File: src/rtl/sar_ctrl.sv
// Successive-approximation controller for an NBIT SAR ADC.
// Tracks the input while CKS is high, then runs a binary search on the
// DAC code from comparator decisions after CKS falls, and publishes the
// result on DOUT with a one-cycle VALID strobe.
module sar_ctrl #(
  parameter int NBIT   = 8,
  parameter int SETTLE = 1
) (
  input  logic            CK,
  input  logic            RSTN,
  input  logic            EN,
  input  logic            CKS,
  input  logic            CMP,
  output logic            SAMPLE,
  output logic [NBIT-1:0] DAC,
  output logic [NBIT-1:0] DOUT,
  output logic            VALID,
  output logic            BUSY,
  output logic            MISS
);

  localparam int IW = (NBIT > 1) ? $clog2(NBIT) : 1;
  localparam int CW = (SETTLE > 0) ? $clog2(SETTLE + 1) : 1;

  localparam logic [CW-1:0]   CNT_LAST = CW'(SETTLE);
  localparam logic [IW-1:0]   IDX_TOP  = IW'(NBIT - 1);
  localparam logic [NBIT-1:0] DAC_MID  = {1'b1, {(NBIT-1){1'b0}}};

  typedef enum logic [1:0] {
    IDLE = 2'd0,
    SAMP = 2'd1,
    CONV = 2'd2
  } state_t;

  state_t          state, state_n;
  logic            cks_q;
  logic            rise, fall;
  logic [IW-1:0]   idx, idx_n;
  logic [CW-1:0]   cnt, cnt_n;
  logic            sample_n, valid_n, busy_n, miss_n;
  logic [NBIT-1:0] dac_n, dout_n;

  assign rise = CKS & ~cks_q;
  assign fall = ~CKS & cks_q;

  // Next-state and next-output logic for the sample/convert sequence.
  always_comb begin
    // NOTE: every signal gets a default first so no path leaves one unassigned and infers a latch.
    state_n  = state;
    idx_n    = idx;
    cnt_n    = cnt;
    sample_n = SAMPLE;
    dac_n    = DAC;
    dout_n   = DOUT;
    busy_n   = BUSY;
    valid_n  = 1'b0;
    miss_n   = 1'b0;

    if (!EN) begin
      // Abort: drop back to idle without publishing anything; DOUT keeps its old value.
      state_n  = IDLE;
      sample_n = 1'b0;
      dac_n    = '0;
      busy_n   = 1'b0;
    end else begin
      case (state)
        IDLE: begin
          if (rise) begin
            state_n  = SAMP;
            sample_n = 1'b1;
            busy_n   = 1'b1;
          end
        end

        SAMP: begin
          if (fall) begin
            state_n  = CONV;
            sample_n = 1'b0;
            dac_n    = DAC_MID;
            idx_n    = IDX_TOP;
            cnt_n    = '0;
          end
        end

        CONV: begin
          // A new sample period cannot start mid-conversion; flag it and carry on.
          if (rise) miss_n = 1'b1;
          if (cnt == CNT_LAST) begin
            cnt_n      = '0;
            dac_n[idx] = CMP;
            if (idx != '0) begin
              dac_n[idx - 1'b1] = 1'b1;
              idx_n             = idx - 1'b1;
            end else begin
              dout_n  = {DAC[NBIT-1:1], CMP};
              valid_n = 1'b1;
              dac_n   = '0;
              state_n = IDLE;
              busy_n  = 1'b0;
            end
          end else begin
            cnt_n = cnt + 1'b1;
          end
        end

        default: begin
          state_n  = IDLE;
          sample_n = 1'b0;
          dac_n    = '0;
          busy_n   = 1'b0;
        end
      endcase
    end
  end

  // State and registered outputs; reset clears everything, including DOUT.
  always_ff @(posedge CK or negedge RSTN) begin
    if (!RSTN) begin
      state  <= IDLE;
      cks_q  <= 1'b0;
      idx    <= '0;
      cnt    <= '0;
      SAMPLE <= 1'b0;
      DAC    <= '0;
      DOUT   <= '0;
      VALID  <= 1'b0;
      BUSY   <= 1'b0;
      MISS   <= 1'b0;
    end else begin
      // NOTE: non-blocking assignments so every register samples the pre-edge values.
      state  <= state_n;
      cks_q  <= CKS;
      idx    <= idx_n;
      cnt    <= cnt_n;
      SAMPLE <= sample_n;
      DAC    <= dac_n;
      DOUT   <= dout_n;
      VALID  <= valid_n;
      BUSY   <= busy_n;
      MISS   <= miss_n;
    end
  end

endmodule
File: config.mk
export PLATFORM = sky130hd
export DESIGN_NAME = sar_ctrl
export DESIGN_NICKNAME = d
export VERILOG_FILES = /design/src/rtl/sar_ctrl.sv
export SDC_FILE = /design/constraint.sdc
export NUM_CORES = 1
export LEC_CHECK = 0
export ABC_AREA = 1
export CELL_PAD_IN_SITES_DETAIL_PLACEMENT = 0
export CELL_PAD_IN_SITES_GLOBAL_PLACEMENT = 1
export CORE_MARGIN = 2
export CORE_UTILIZATION = 38
export DETAILED_ROUTE_END_ITERATION = 10
export PLACE_DENSITY_LB_ADDON = 0.1
export SLEW_MARGIN = 0
export SYNTH_ARGS = -nofsm -noshare
export SYNTH_HDL_FRONTEND = slang
export SYNTH_SLANG_ARGS = --single-unit
File: constraint.sdc
create_clock -name CK -period 2.45 [get_ports CK]
set_clock_uncertainty 0.2 [all_clocks]
set_input_delay 0.49 -clock CK [delete_from_list [all_inputs] [get_ports CK]]
set_output_delay 0.49 -clock CK [all_outputs]
set_load 0.005 [all_outputs]
==> impl_metrics.py <==
metrics = {
    "outcome": {
        "outcome": "finished, final reports clean",
    },
    "power_and_ir_drop": {
        "p_switching_mw": 0.7216,
        "seq_power_share_pct": 38.0,
        "cellInternalPower_mw": 0.9609,
        "vdd_drop_max_uv": 382.3,
        "p_leak_nw": 0.8979,
        "power.clock.fraction_pct": 14.6,
        "switch_share_pct": 42.89,
        "pwr-share-comb_pct": 47.4,
        "power.density_nw_per_um2": 937.1,
    },
    "routing": {
        "vias": 1218,
        "initialDrtViolationCount": 59,
        "drt_wl_total_um": 3123,
        "post-route-drc-count": 0,
        "wire_per_inst_um": 12.44,
        "route.antenna.remaining_nets": 0,
        "vias_per_cell": 4.853,
        "top_routing_layer_used": "met4",
        "drt_first_pass_iters": 4,
        "met2_wirelength_um": 1512,
        "detail_route.wirelength.met1_um": 1497,
        "detailroute.wirelength.met3_um": 91,
    },
    "floorplan": {
        "design.core.area_um2": 3633,
        "chipWidth_um": 65.24,
        "floorplan.io_pins": 25,
        "dieArea_um2": 4256,
        "initial_core_util_pct": 39.22,
        "rows": 22,
        "dieHeight_um": 65.24,
    },
    "yosys": {
        "syn-mean-instance-area_um2": 8.238,
        "synth_sequential_area_ratio_pct": 47.41,
        "synth_cell_type_count": 19,
        "syn-instance-count": 173,
        "synth-seq-cells": 27,
        "synthesis.nets": 184,
        "mappedNetlistArea_um2": 1425,
        "synth.yosys.warnings": 0,
    },
    "sta": {
        "setup-tns-final_ns": 0,
        "drv_slew": 0,
        "tightest_slew_ns": 0.3442,
        "timing.final.hold_violations": 0,
        "finalWorstPathRequiredPeriod_ns": 2.010,
        "grt_setup_unrepaired": "no",
        "finalSetupViolCount": 0,
        "remaining_max_slew_budget_at_the_tightest_pin_pct": 77.05,
        "crit_share_post_route_pct": 82.03,
        "fmax_ghz": 0.4976,
    },
    "flow_run": {
        "max_cap_viol_count": 0,
    },
    "worst_setup_path": {
        "worstSetupEndpointType": "flip-flop",
        "worstPathBufferInverterCount": 3,
        "cell_family_contributing_the_most_delay_on_the_critical_path": "flip-flops",
        "timing.setup.critical_path_class": "reg -> reg",
        "critical_path.startpoint_type": "flip-flop",
        "worst_path_max_delay_cell": "sky130_fd_sc_hd__dfrtp_1",
        "data_required_critical_path_ns": 2.40,
        "critPathArrivalTime_ns": 1.96,
        "cp_cell_sequence": "inv_1 > buf_4 > ha_1 > nand2_1 > nand2_1 > inv_1 > nor3_1 > o21ai_0 > nand2_1",
        "critical-path-max-stage-delay_ns": 0.53,
        "critPathMostFrequentCell": "sky130_fd_sc_hd__nand2_1",
        "worst-path-max-fanout": 13,
    },
    "clock_tree": {
        "cts.clk_slew.worst_paths_ns": 0.09,
        "cts.hold.buffers_added": 0,
        "cts_repair_resize_count": 0,
        "cts_tree": "yes",
        "htreeDepth": 1,
        "post-cts-setup-buffers": 0,
        "clockRootBuffer": "sky130_fd_sc_hd__clkbuf_8",
        "clock_tree.buffer_depth": 2,
        "tritoncts.num_buffers": 3,
        "clkLatencyLatePin_ns": 0.27,
        "clock_sink_count": 27,
    },
    "cells_and_area": {
        "layout.nets": 215,
        "antenna_diode_count": 0,
        "layout_overhead_on_the_synthesized_area_pct": 25.99,
        "instances_no_fill": 251,
        "final_layout_size_suffix_gt1_share_pct": 9.852,
    },
    "global_routing": {
        "antenna_found_initial": 0,
        "gr-usage-all-layers_pct": 17.42,
        "first_global_vias": 1198,
        "largest_net_degree_at_the_start_of_global_routing": 28,
        "grt_pass1_wl_um": 5740,
        "grt.overflow.total": 0,
    },
    "placement": {
        "place.gp.congestion": 0.8499,
        "dpl.cell_count": 247,
        "io_buffers": 24,
        "detailed_place_hpwl_um": 2363,
    },
    "min_path": {
        "min_path_type": "reg -> reg",
    },
}
==> per-stage QoR <==
stage | util (%) | hold WS, ns | power, mW | worst slack, ns | cell area, um^2
3_3_place_gp | 48.17 | 0.2656 | 1.437 | 0.2074 | 1750
2_1_floorplan | - | -0.005591 | 1.179 | 0.4180 | 1425
5_1_grt | 49.41 | 0.3333 | 1.876 | 0.1873 | 1795
3_5_place_dp | 48.17 | 0.2727 | 1.448 | 0.1711 | 1750
6_report | 49.41 | 0.2895 | 1.682 | 0.4404 | 1795
4_1_cts | 49.41 | 0.2944 | 1.706 | 0.4373 | 1795
==> power groups by stage <==
| stage | Combinational, mW | Sequential, mW | Clock (mW) |
|---|---|---|---|
| final | 0.798 | 0.639 | 0.246 |
| after global routing | 0.938 | 0.657 | 0.280 |
| after CTS | 0.807 | 0.639 | 0.259 |
| after detailed placement | 0.801 | 0.647 | 0 |
| after global placement | 0.793 | 0.644 | 0 |
| after floorplan | 0.581 | 0.598 | 0 |
==> path summary, 6_finish.rpt <==
check	startpoint	end	slack, ns	cells after the start
worst max-delay path	idx[0]$_DFFE_PN0P_	DAC[2]$_DFFE_PN0P_	0.44	9
worst min-delay path	BUSY$_DFFE_PN0P_	BUSY$_DFFE_PN0P_	0.29	2
worst max register to register	idx[0]$_DFFE_PN0P_	DAC[2]$_DFFE_PN0P_	0.44	9
worst min register to register	BUSY$_DFFE_PN0P_	BUSY$_DFFE_PN0P_	0.29	2
max in group asynchronous	RSTN	state[0]$_DFFE_PN0P_	1.39	2
min in group asynchronous	RSTN	DOUT[5]$_DFFE_PN0P_	0.40	2
==> worst register-to-register path: cells and delay by family (launching register included) <==
kind	cells	cell delay, ns
buf+inv	3	0.43
fa+ha+maj	1	0.22
compound gates	1	0.18
flops	1	0.53
simple gates	4	0.33
==> cell usage after synthesis <==
cell type,n,area (um^2)
sky130_fd_sc_hd__mux2_1,1,11.26
sky130_fd_sc_hd__buf_2,4,20.02
sky130_fd_sc_hd__o21ai_0,23,115.1
sky130_fd_sc_hd__nor2_2,1,6.260
sky130_fd_sc_hd__nor2_1,7,26.28
sky130_fd_sc_hd__nand3_1,14,70.07
sky130_fd_sc_hd__nor3_1,5,25.02
sky130_fd_sc_hd__nand2_1,48,180.2
sky130_fd_sc_hd__nand2_2,1,6.260
sky130_fd_sc_hd__mux2_2,6,67.56
sky130_fd_sc_hd__nor3_2,1,10.01
sky130_fd_sc_hd__o21a_1,1,7.510
sky130_fd_sc_hd__dfrtp_1,27,675.7
sky130_fd_sc_hd__ha_1,6,75.07
sky130_fd_sc_hd__inv_2,1,3.750
sky130_fd_sc_hd__nand4_1,2,12.51
sky130_fd_sc_hd__a21oi_1,5,25.02
sky130_fd_sc_hd__inv_1,19,71.32
sky130_fd_sc_hd__nor3_4,1,16.27
==> layout make-up <==
cell class                      count  area (um^2)
Clock buffer                        4        45.04
Fill cell                         384         1838
Inverter                           20        75.07
Multi-Input combinational cell    122        654.4
Sequential cell                    27        675.6
Tap cell                           48        60.06
Timing Repair Buffer               30        285.3
==> registers in the layout, indices dropped and copies added (netlist names), 2 cells and up <==
name,flops
DAC,8
DOUT,8
idx,3
state,2
==> cells by family after synthesis <==
family	synth area share (%)
AO/OA/AOI/OAI	10.36
flip-flops	47.41
buffers and inverters	6.672
multiplexers	5.531
AND/OR/NAND/NOR	24.76
adder cells (fa/ha/maj)	5.268
==> metal layers <==
layer	global-route usage, %	up-vias
met1	23.72	570
met2	28.95	22
li1	-	624
met4	4.688	0
met3	2.568	2
met5	0	-
==> layout by cell type, fill, tap and decap left out <==
cell type | synthesis | final
sky130_fd_sc_hd__a21oi_1 | 5 | 5
sky130_fd_sc_hd__buf_4 | 0 | 6
sky130_fd_sc_hd__clkbuf_1 | 0 | 1
sky130_fd_sc_hd__clkbuf_8 | 0 | 3
sky130_fd_sc_hd__clkdlybuf4s50_1 | 0 | 24
sky130_fd_sc_hd__dfrtp_1 | 27 | 27
sky130_fd_sc_hd__ha_1 | 6 | 6
sky130_fd_sc_hd__inv_1 | 19 | 19
sky130_fd_sc_hd__inv_2 | 1 | 1
sky130_fd_sc_hd__mux2_1 | 1 | 1
sky130_fd_sc_hd__mux2_2 | 6 | 6
sky130_fd_sc_hd__nand2_1 | 48 | 48
sky130_fd_sc_hd__nand2_2 | 1 | 1
sky130_fd_sc_hd__nand3_1 | 14 | 14
sky130_fd_sc_hd__nand4_1 | 2 | 2
sky130_fd_sc_hd__nor2_1 | 7 | 7
sky130_fd_sc_hd__nor2_2 | 1 | 1
sky130_fd_sc_hd__nor3_1 | 5 | 5
sky130_fd_sc_hd__nor3_2 | 1 | 1
sky130_fd_sc_hd__nor3_4 | 1 | 1
sky130_fd_sc_hd__o21a_1 | 1 | 1
sky130_fd_sc_hd__o21ai_0 | 23 | 23
Power figures use the tool's default switching activity.
